--- config.mk ---
export PLATFORM = sky130hd
export DESIGN_NAME = spi_slave_duplex
export DESIGN_NICKNAME = d
export VERILOG_FILES = /design/src/rtl/spi_slave_duplex.sv
export SDC_FILE = /design/constraint.sdc
export NUM_CORES = 1
export LEC_CHECK = 0
export CAP_MARGIN = 20
export CELL_PAD_IN_SITES_DETAIL_PLACEMENT = 1
export CELL_PAD_IN_SITES_GLOBAL_PLACEMENT = 1
export CORE_AREA = 2 2 117 119
export CTS_CLUSTER_DIAMETER = 30
export DETAILED_ROUTE_END_ITERATION = 8
export DIE_AREA = 0 0 119 121
export GPL_ROUTABILITY_DRIVEN = 0
export GPL_TIMING_DRIVEN = 1
export PLACE_DENSITY_LB_ADDON = 0.3
export SLEW_MARGIN = 0
export SYNTH_ARGS = -nofsm -noshare
export SYNTH_HDL_FRONTEND = slang
export SYNTH_SLANG_ARGS = --single-unit
--- constraint.sdc ---
create_clock -name clk -period 13.61 [get_ports clk]
set_input_delay 2.722 -clock clk [delete_from_list [all_inputs] [get_ports clk]]
set_output_delay 2.722 -clock clk [all_outputs]
set_load 0.01 [all_outputs]
--- src/rtl/spi_slave_duplex.sv ---
// spi_slave_duplex
//   Full-duplex SPI slave with parametrised word width, SPI mode and bit order.
//   Receives words from an external SPI master and presents them to the system
//   clock domain. Transmits words handed over through a one-entry holding
//   register; an idle pattern is sent when nothing is pending.
//
// Ports
//   clk, reset            system clock (>= 4x spi_clk), async active-high reset
//   spi_clk, spi_cs_n,    SPI bus inputs from the master (asynchronous)
//   spi_mosi
//   spi_miso, spi_miso_oe slave data out and its output enable (CS asserted)
//   tx_data/valid/ready   load handshake into the tx holding register
//   tx_underrun           pulse: a word was loaded with no pending tx word
//   rx_data/valid/first   received word, update pulse, first-word-of-frame flag
//   rx_abort              pulse: CS released part way through a word
module spi_slave_duplex #(
   parameter int               WIDTH    = 32,
   parameter int               CPOL     = 0,
   parameter int               CPHA     = 0,
   parameter int               LSBFIRST = 0,
   parameter logic [WIDTH-1:0] TX_IDLE  = {WIDTH{1'b1}}
) (
   input  logic             clk,
   input  logic             reset,
   input  logic             spi_clk,
   input  logic             spi_cs_n,
   input  logic             spi_mosi,
   output logic             spi_miso,
   output logic             spi_miso_oe,
   input  logic [WIDTH-1:0] tx_data,
   input  logic             tx_valid,
   output logic             tx_ready,
   output logic             tx_underrun,
   output logic [WIDTH-1:0] rx_data,
   output logic             rx_valid,
   output logic             rx_first,
   output logic             rx_abort
);

   localparam int   CW        = $clog2(WIDTH + 1);
   localparam logic SCLK_IDLE = (CPOL != 0);

   // Synchronisers: [0] first flop, [1] synchronised level, [2] edge-detect history
   logic [2:0] sclk_sync_q;
   logic [2:0] cs_sync_q;
   logic [1:0] mosi_sync_q;

   always_ff @(posedge clk or posedge reset) begin
      if (reset) begin
         sclk_sync_q <= {3{SCLK_IDLE}};
         cs_sync_q   <= 3'b111;
         mosi_sync_q <= 2'b00;
      end else begin
         sclk_sync_q <= {sclk_sync_q[1:0], spi_clk};
         cs_sync_q   <= {cs_sync_q[1:0], spi_cs_n};
         mosi_sync_q <= {mosi_sync_q[0], spi_mosi};
      end
   end

   logic sclk_rise, sclk_fall, lead_edge, trail_edge;
   logic cs_fall, cs_rise, cs_act;
   logic sample_ev, shift_ev, last_bit, load, advance;
   logic [WIDTH-1:0] rx_word, tx_shifted;

   logic [CW-1:0]    cnt_q, cnt_d;
   logic [WIDTH-1:0] rx_sh_q, rx_sh_d;
   logic [WIDTH-1:0] rx_data_q, rx_data_d;
   logic             rx_valid_q, rx_valid_d;
   logic             rx_first_q, rx_first_d;
   logic             rx_abort_q, rx_abort_d;
   logic             first_q, first_d;
   logic [WIDTH-1:0] tx_sh_q, tx_sh_d;
   logic [WIDTH-1:0] hold_q, hold_d;
   logic             hold_full_q, hold_full_d;
   logic             tx_underrun_q, tx_underrun_d;

   always_comb begin
      sclk_rise  = sclk_sync_q[1] & ~sclk_sync_q[2];
      sclk_fall  = ~sclk_sync_q[1] & sclk_sync_q[2];
      // Leading edge leaves the idle level, trailing edge returns to it
      lead_edge  = (CPOL == 0) ? sclk_rise : sclk_fall;
      trail_edge = (CPOL == 0) ? sclk_fall : sclk_rise;
      cs_fall    = ~cs_sync_q[1] & cs_sync_q[2];
      cs_rise    = cs_sync_q[1] & ~cs_sync_q[2];
      // Qualify on the delayed CS level so a last sample edge that coincides
      // with the CS rise still completes its word instead of aborting it.
      cs_act     = ~cs_sync_q[2];
      sample_ev  = cs_act & ((CPHA == 0) ? lead_edge : trail_edge);
      shift_ev   = cs_act & ((CPHA == 0) ? trail_edge : lead_edge);
      last_bit   = sample_ev && (cnt_q == CW'(WIDTH - 1));
      rx_word    = (LSBFIRST != 0) ? {mosi_sync_q[1], rx_sh_q[WIDTH-1:1]}
                                   : {rx_sh_q[WIDTH-2:0], mosi_sync_q[1]};
      tx_shifted = (LSBFIRST != 0) ? {1'b1, tx_sh_q[WIDTH-1:1]}
                                   : {tx_sh_q[WIDTH-2:0], 1'b1};
      if (CPHA == 0) begin
         load    = cs_fall | (last_bit & ~cs_sync_q[1]);
         // The trailing edge right after a completed word must not advance:
         // the next word's first bit is already on MISO.
         advance = shift_ev & (cnt_q != '0);
      end else begin
         load    = shift_ev & (cnt_q == '0) & ~cs_sync_q[1];
         advance = shift_ev & ~load;
      end
   end

   always_comb begin
      cnt_d         = cnt_q;
      rx_sh_d       = rx_sh_q;
      rx_data_d     = rx_data_q;
      rx_valid_d    = 1'b0;
      rx_first_d    = 1'b0;
      rx_abort_d    = 1'b0;
      first_d       = first_q;
      tx_sh_d       = tx_sh_q;
      hold_d        = hold_q;
      hold_full_d   = hold_full_q;
      tx_underrun_d = 1'b0;

      if (sample_ev) begin
         rx_sh_d = rx_word;
         if (last_bit) begin
            cnt_d      = '0;
            rx_valid_d = 1'b1;
            rx_data_d  = rx_word;
            rx_first_d = first_q;
            first_d    = 1'b0;
         end else begin
            cnt_d = cnt_q + CW'(1);
         end
      end

      if (cs_rise && !last_bit && (cnt_q != '0))
         rx_abort_d = 1'b1;
      if (cs_sync_q[1])
         cnt_d = '0;
      if (cs_fall) begin
         first_d = 1'b1;
         cnt_d   = '0;
      end

      if (tx_valid && !hold_full_q) begin
         hold_d      = tx_data;
         hold_full_d = 1'b1;
      end

      if (load) begin
         if (hold_full_q) begin
            tx_sh_d     = hold_q;
            hold_full_d = 1'b0;
         end else begin
            tx_sh_d       = TX_IDLE;
            tx_underrun_d = 1'b1;
         end
      end else if (advance) begin
         tx_sh_d = tx_shifted;
      end
   end

   always_ff @(posedge clk or posedge reset) begin
      if (reset) begin
         cnt_q         <= '0;
         rx_sh_q       <= '0;
         rx_data_q     <= '0;
         rx_valid_q    <= 1'b0;
         rx_first_q    <= 1'b0;
         rx_abort_q    <= 1'b0;
         first_q       <= 1'b0;
         tx_sh_q       <= TX_IDLE;
         hold_q        <= '0;
         hold_full_q   <= 1'b0;
         tx_underrun_q <= 1'b0;
      end else begin
         cnt_q         <= cnt_d;
         rx_sh_q       <= rx_sh_d;
         rx_data_q     <= rx_data_d;
         rx_valid_q    <= rx_valid_d;
         rx_first_q    <= rx_first_d;
         rx_abort_q    <= rx_abort_d;
         first_q       <= first_d;
         tx_sh_q       <= tx_sh_d;
         hold_q        <= hold_d;
         hold_full_q   <= hold_full_d;
         tx_underrun_q <= tx_underrun_d;
      end
   end

   assign spi_miso    = (LSBFIRST != 0) ? tx_sh_q[0] : tx_sh_q[WIDTH-1];
   assign spi_miso_oe = ~cs_sync_q[1];
   assign tx_ready    = ~hold_full_q;
   assign tx_underrun = tx_underrun_q;
   assign rx_data     = rx_data_q;
   assign rx_valid    = rx_valid_q;
   assign rx_first    = rx_first_q;
   assign rx_abort    = rx_abort_q;

endmodule
==> results of run 1 <==
==> stage by stage <==
step	hold WS (ns)	instance area (µm²)	util	cells
final	0.348	7380	0.564	705
after global routing	0.364	7380	0.564	705
after CTS	0.352	7380	0.564	705
after detailed placement	0.344	6760	0.517	673
after global placement	0.335	6760	0.517	673
after floorplan	0.331	5840	-	443
==> area by class of cell <==
| type | instances | share of cell area |
|---|---|---|
| Sequential cell | 147 | 0.504 |
| Clock inverter | 10 | 0.0210 |
| Tap cell | 176 | 0.0298 |
| Multi-Input combinational cell | 263 | 0.270 |
| Inverter | 6 | 0.00373 |
| Clock buffer | 22 | 0.0629 |
| Timing Repair Buffer | 81 | 0.108 |
==> per-layer routing <==
| layer | GRT usage | routed length [µm] | up-vias |
|---|---|---|---|
| met2 | 0.321 | 6450 | 61 |
| met1 | 0.231 | 5600 | 1906 |
| met4 | 0.0580 | 170 | 0 |
| met5 | 0 | 0 | - |
| li1 | - | - | 1692 |
| met3 | 0.0493 | 431 | 19 |
==> worst max-delay path: cells and delay by family (launching register included) <==
family	cells	cell delay, ns
flip-flops	1	0.43
buffers and inverters	3	1.05
==> worst max path at each step <==
stage                           start          to  slack [ns]
after global routing      hold_full_q    tx_ready        8.90
after global placement          reset  hold_q[13]        9.03
final                     hold_full_q    tx_ready        8.99
after detailed placement        reset  hold_q[14]        8.99
after CTS                 hold_full_q    tx_ready        8.97
after floorplan                 reset    cnt_q[0]        6.99
==> logic make-up (layout without fill, tap and decap cells) <==
group,count (synthesis),in the layout,synth area share
flops,147,147,0.637
compound gates,41,41,0.0460
buf+inv,33,119,0.0268
simple gates,120,120,0.0949
mux,96,96,0.185
xor+xnor,4,4,0.00600
fa+ha+maj,2,2,0.00428
==> state kept, by name, summed over array words and instances (netlist names), 2 cells and up <==
signal and count:
hold_q 32, rx_data 32, tx_sh_q 32, rx_sh_q 31, cnt_q 6, cs_sync_q 3
sclk_sync_q 3, mosi_sync_q 2
==> synth_stat cells (all sizes together) (2+ instances only) <==
master and n:
nor2 6, a31oi 30, dfstp 35, ha 2
inv 6, nand2b 3, a21oi 2, buf 18
nor2b 2, mux2 95, nand3 2, and4b 2
nor3 33, a211oi 2, a21o 2, xnor2 2
nand2 65, xor2 2, clkbuf 9, dfrtp 112
==> power groups by stage <==
stage / Combinational, mW / Clock, mW / Sequential, mW
after global placement: 0.132 / 0 / 0.586
final: 0.142 / 0.492 / 0.588
after detailed placement: 0.142 / 0 / 0.592
after floorplan: 0.104 / 0 / 0.574
after CTS: 0.146 / 0.503 / 0.589
after global routing: 0.158 / 0.522 / 0.598
==> key figures, run 1 <==
Cells and area
  – Commonest non-fill, non-tap cell in the layout: dfrtp_1
  – Nets: 556
  – Multi-input logic area: 0.00200 mm²
  – FILL cells: 1262
  – P&R area growth vs syn: 26.4%
  – Commonest cells after routing, fill and taps aside: 112 x dfrtp_1, 79 x mux2_2, 76 x clkdlybuf4s50_1
  – FF/Latch Area: 0.00372 mm²
  – Antenna cells: 0
  – Fraction of layout cells with a size suffix above 1: 0.291

Detailed routing
  – Total number of vias: 3678
  – DRT Pass-1 Iters: 4
  – Routed WL: 12700 µm
  – Via density per instance: 5.22
  – Average wire per standard cell: 18.0 µm
  – Initial drt markers: 167
  – DRC: 0
  – Antenna Nets Post-Route: 0

Critical path
  – Critical-path top delay cell: clkdlybuf4s50_1
  – CP peak stage delay: 0.62 ns
  – Startpoint types: register
  – Worst flop-to-flop path startpoint: cnt_q[4]
  – Crit-path cells: inv_1 -> buf_4 -> clkdlybuf4s50_1
  – Crit. End Element: output pin
  – Reg2Reg Depth: 4
  – Data required time at the worst endpoint: 10.89 ns
  – Max FO, Critical Path: 33
  – WS Path Type: reg -> out
  – Crit path DAT: 1.89 ns
  – R2R setup slack: 10.91 ns
  – R2r endpoint: tx_sh_q[31]

Floorplan
  – Die height: 121 µm
  – Io pins: 77
  – Initial Util: 0.446
  – Die X: 119 µm
  – Core area: 0.0131 mm²
  – FP Rows: 42
  – Die area: 0.0144 mm²

Global routing
  – First-pass GRT wire length: 20900 µm
  – Vias in the first global route: 4053
  – Final global-route overflow total: 0
  – Largest net degree at the start of global routing: 83
  – GR Util All Layers: 0.187
  – Initial antenna violation count: 0

Min path
  – Hold_sp: mosi_sync_q[0]
  – Hold Path Class: reg -> reg
  – Min-Delay Path Depth: 0
  – Hold EP: mosi_sync_q[1]

Place
  – DPL Wire Length: 7440 µm
  – PortBufs: 76
  – Place WS: 8.99 ns

Outcome
  – Status: finished, final reports clean

STA
  – Slew @ Worst Pin: 1.06 ns
  – RSZ-0062 raised after global routing: false
  – Final min period: 4.62 ns
  – Peak Freq: 217 MHz
  – Final worst slack: 8.99 ns
  – Clk_skew: 0.00539 ns
  – Tcrit/Tclk final: 0.339
  – Final hold vios: 0
  – Setup TNS: 0 ns
  – Slew margin rel.: 0.293
  – Final setup fails: 0
  – Max Slew Vio Count: 0

Synthesis
  – Syn avg cell area: 13.2 µm²
  – Sequential share of the synthesized area: 0.637
  – Area of the mapped netlist: 0.00584 mm²
  – EDFF count, synth: 0
  – Most area-hungry cell type in the Yosys netlist: dfrtp_1
  – Synth Flop Type: dfrtp_1
  – Distinct cell type count after synthesis: 37
  – Synth warn: 0
  – Post-synthesis cell count: 443
  – Syn nets: 483
  – Post-synth ARST share: 1.00
  – Area share of the leading cell type in the synthesized netlist: 0.480
  – Area contributors post-synth: dfrtp_1 48%, dfstp_2 16%, mux2_2 15%
  – Number of synthesized register bits: 147

Clocking
  – Clk sinks: 147
  – Postcts setup bufs: 0
  – H-tree levels: 4
  – Clock Tree Root: clkbuf_16
  – Clock Latency Late Sink: 0.42 ns
  – Post-cts hold buffer count: 0
  – # resized after CTS: 0
  – TritonCTS clock tree: built
  – Clk slew on worst S/H paths: 0.06 ns
  – CTS buffer count: 17
  – CTS Buffer Depth: 2

Power
  – Internal power: 927 µW
  – Leak pwr: 3.29 nW
  – Part of the power in registers: 0.481
  – Total power: 1.22 mW
  – Peak VDD IR: 0.0863 mV
  – Switch share: 0.241
  – Sw power: 295 µW
  – Pwr Density: 166 mW/mm²
  – Part of the power in combinational logic: 0.116
  – Clk pwr share: 0.402

Job
  – Number of max-cap violations: 0
(Power assumes the default switching activity.)
==> inputs of run 2 (changes only) <==
- CORE_AREA: 2 2 117 119 -> 2 2 124 126
- DIE_AREA: 0 0 119 121 -> 0 0 126 128
- clock period: 13.61 -> 3.95 ns (I/O delays scaled with it)
==> run 2 against run 1 <==
- utilization decreased by 6.3 points
- non-clock buffer count increased by 2
- first-iteration DRC count decreased by 31%
- critical endpoint is now rx_data[27]
- combinational power increased to 3.4 times the previous value
- die area increased by 12%
- global-route usage decreased by 3.1 points
- clock power increased to 3.6 times the previous value
==> key figures, run 2 (same netlist as run 1, synthesis figures left out) <==
Floorplan
  – Die area: 0.0161 mm² (+12%)
  – Initial Util: 0.393 (-0.0534)
  – Io pins: 77 (unchanged)
  – Die height: 128 µm (+5.8%)
  – FP Rows: 45 (+7.1%)
  – Core area: 0.0149 mm² (+14%)
  – Die X: 126 µm (+5.9%)

Min path
  – Hold Path Class: reg -> reg
  – Min-Delay Path Depth: 0 (unchanged)

Critical path
  – Reg2Reg Depth: 4 (unchanged)
  – Startpoint types: register
  – Crit path DAT: 2.94 ns (+1.05 ns)
  – Data required time at the worst endpoint: 4.25 ns (-6.64 ns)
  – Max FO, Critical Path: 38 (+15%)
  – Crit. End Element: register
  – WS Path Type: reg -> reg

Clocking
  – CTS buffer count: 17 (unchanged)
  – CTS Buffer Depth: 2 (unchanged)
  – Clk slew on worst S/H paths: 0.06 ns (about the same)
  – Clk sinks: 147 (unchanged)
  – # resized after CTS: 0 (unchanged)
  – Postcts setup bufs: 0 (unchanged)
  – TritonCTS clock tree: built
  – Post-cts hold buffer count: 0 (unchanged)
  – Clock Latency Late Sink: 0.42 ns (about the same)
  – H-tree levels: 4 (unchanged)
  – Clock Tree Root: clkbuf_16

Detailed routing
  – Top sig layer: met4
  – Routed WL: 11800 µm (-6.9%)
  – Initial drt markers: 115 (-31%)
  – Antenna Nets Post-Route: 0 (unchanged)
  – WL met1: 5510 µm (-1.6%)
  – DRC: 0 (unchanged)
  – Via density per instance: 5.14 (-1.4%)
  – Total number of vias: 3697 (+0.52%)
  – Met2 wire length: 5650 µm (-12%)
  – DRT Pass-1 Iters: 4 (unchanged)
  – Met3 routed WL: 400 µm (-7.2%)
  – Average wire per standard cell: 16.4 µm (-8.7%)

STA
  – Final worst slack: 1.31 ns (-7.69 ns)
  – Clk_skew: 0.00606 ns (+0.000677 ns)
  – Peak Freq: 378 MHz
  – Slew margin rel.: 0.310 (+0.0171)
  – Slew @ Worst Pin: 1.03 ns (-0.0256 ns)
  – RSZ-0062 raised after global routing: false
  – Final min period: 2.64 ns
  – Max Slew Vio Count: 0 (unchanged)
  – Tcrit/Tclk final: 0.669
  – Final setup fails: 0 (unchanged)
  – Final hold vios: 0 (unchanged)
  – Setup TNS: 0 ns (unchanged)

Place
  – DPL Wire Length: 7340 µm (-1.4%)
  – DP Area: 0.00680 mm² (+0.54%)
  – Number of cells after detailed placement: 687 (+2.1%)
  – Place WS: 1.16 ns (-7.83 ns)
  – PortBufs: 76 (unchanged)

Power
  – Leak pwr: 3.32 nW (+0.99%)
  – Clk pwr share: 0.414 (+0.012)
  – Part of the power in registers: 0.473 (-0.008)
  – Total power: 4.26 mW (+250%)
  – Sw power: 985 µW (+230%)
  – Part of the power in combinational logic: 0.113 (-0.003)
  – Pwr Density: 572 mW/mm² (+250%)
  – Switch share: 0.231 (-0.0102)
  – Internal power: 3.28 mW (+250%)
  – Peak VDD IR: 0.286 mV (+230%)

Cells and area
  – Finished Cell Area: 0.00745 mm² (+0.92%)
  – Commonest cells after routing, fill and taps aside: 112 x dfrtp_1, 79 x mux2_2, 76 x clkdlybuf4s50_1
  – Antenna cells: 0 (unchanged)
  – Fraction of layout cells with a size suffix above 1: 0.298 (+0.00644)
  – Fin cells: 719 (+2.0%)
  – Commonest non-fill, non-tap cell in the layout: dfrtp_1
  – P&R area growth vs syn: 27.5%
  – Nets: 558 (+0.36%)

Global routing
  – GR Util All Layers: 0.156 (-0.0311)
  – Final global-route overflow total: 0 (unchanged)
  – Initial antenna violation count: 0 (unchanged)
  – Vias in the first global route: 3887 (-4.1%)
  – Largest net degree at the start of global routing: 82 (-1.2%)
  – First-pass GRT wire length: 19900 µm (-4.8%)

Job
  – Number of max-cap violations: 0 (unchanged)

Outcome
  – Status: finished, final reports clean
run 2: changes by cell type in the layout (fill, tap and decap cells not counted), sizes merged:
cell / delta
clkinv: +2
clkinvlp: -1
bufinv: +1
inv: -1
buf: +2
clkbuf: -1
run 2: path summary, 6_finish.rpt:
kind	from	to	slack [ns]
max	sclk_sync_q[1]	rx_data[27]	1.31
min	sclk_sync_q[0]	sclk_sync_q[1]	0.35
max reg2reg	sclk_sync_q[1]	rx_data[27]	1.31
min reg2reg	sclk_sync_q[0]	sclk_sync_q[1]	0.35
max in group asynchronous	reset	tx_sh_q[7]	2.19
min in group asynchronous	reset	hold_q[28]	0.85
run 2: critical path, cell delays in order (launching register included):
cell and delay, ns:
dfrtp_1 0.50, nor3b_4 0.23, buf_4 0.41, and4b_2 0.94, mux2_2 0.42
run 2: area by class of cell:
cell class | count | area (µm²)
Multi-Input combinational cell | 263 | 1990
Clock inverter | 11 | 180
Timing Repair Buffer | 83 | 826
Sequential cell | 147 | 3720
Clock buffer | 21 | 470
Tap cell | 188 | 235
Fill cell | 1536 | 7410
Inverter | 6 | 26.3
run 2: per-layer routing:
metal  vias to the layer above  GRT usage
li1                       1707          -
met1                      1914      0.210
met2                        58      0.244
met3                        18     0.0367
met4                         0     0.0640
met5                         -          0
run 2: power by group through the flow:
stage                     clock, mW  combinational (mW)  sequential, mW
after floorplan                   0               0.360            1.98
after global placement            0               0.460            2.02
after detailed placement          0               0.488            2.04
after CTS                      1.81               0.493            2.02
after global routing           1.88               0.539            2.05
final                          1.77               0.480            2.02
run 2: per-stage QoR:
step | util | hold slack [ns]
floorplan | - | 0.331
global placement | 0.457 | 0.336
detailed placement | 0.457 | 0.346
CTS | 0.501 | 0.357
global route | 0.501 | 0.363
finish | 0.501 | 0.353
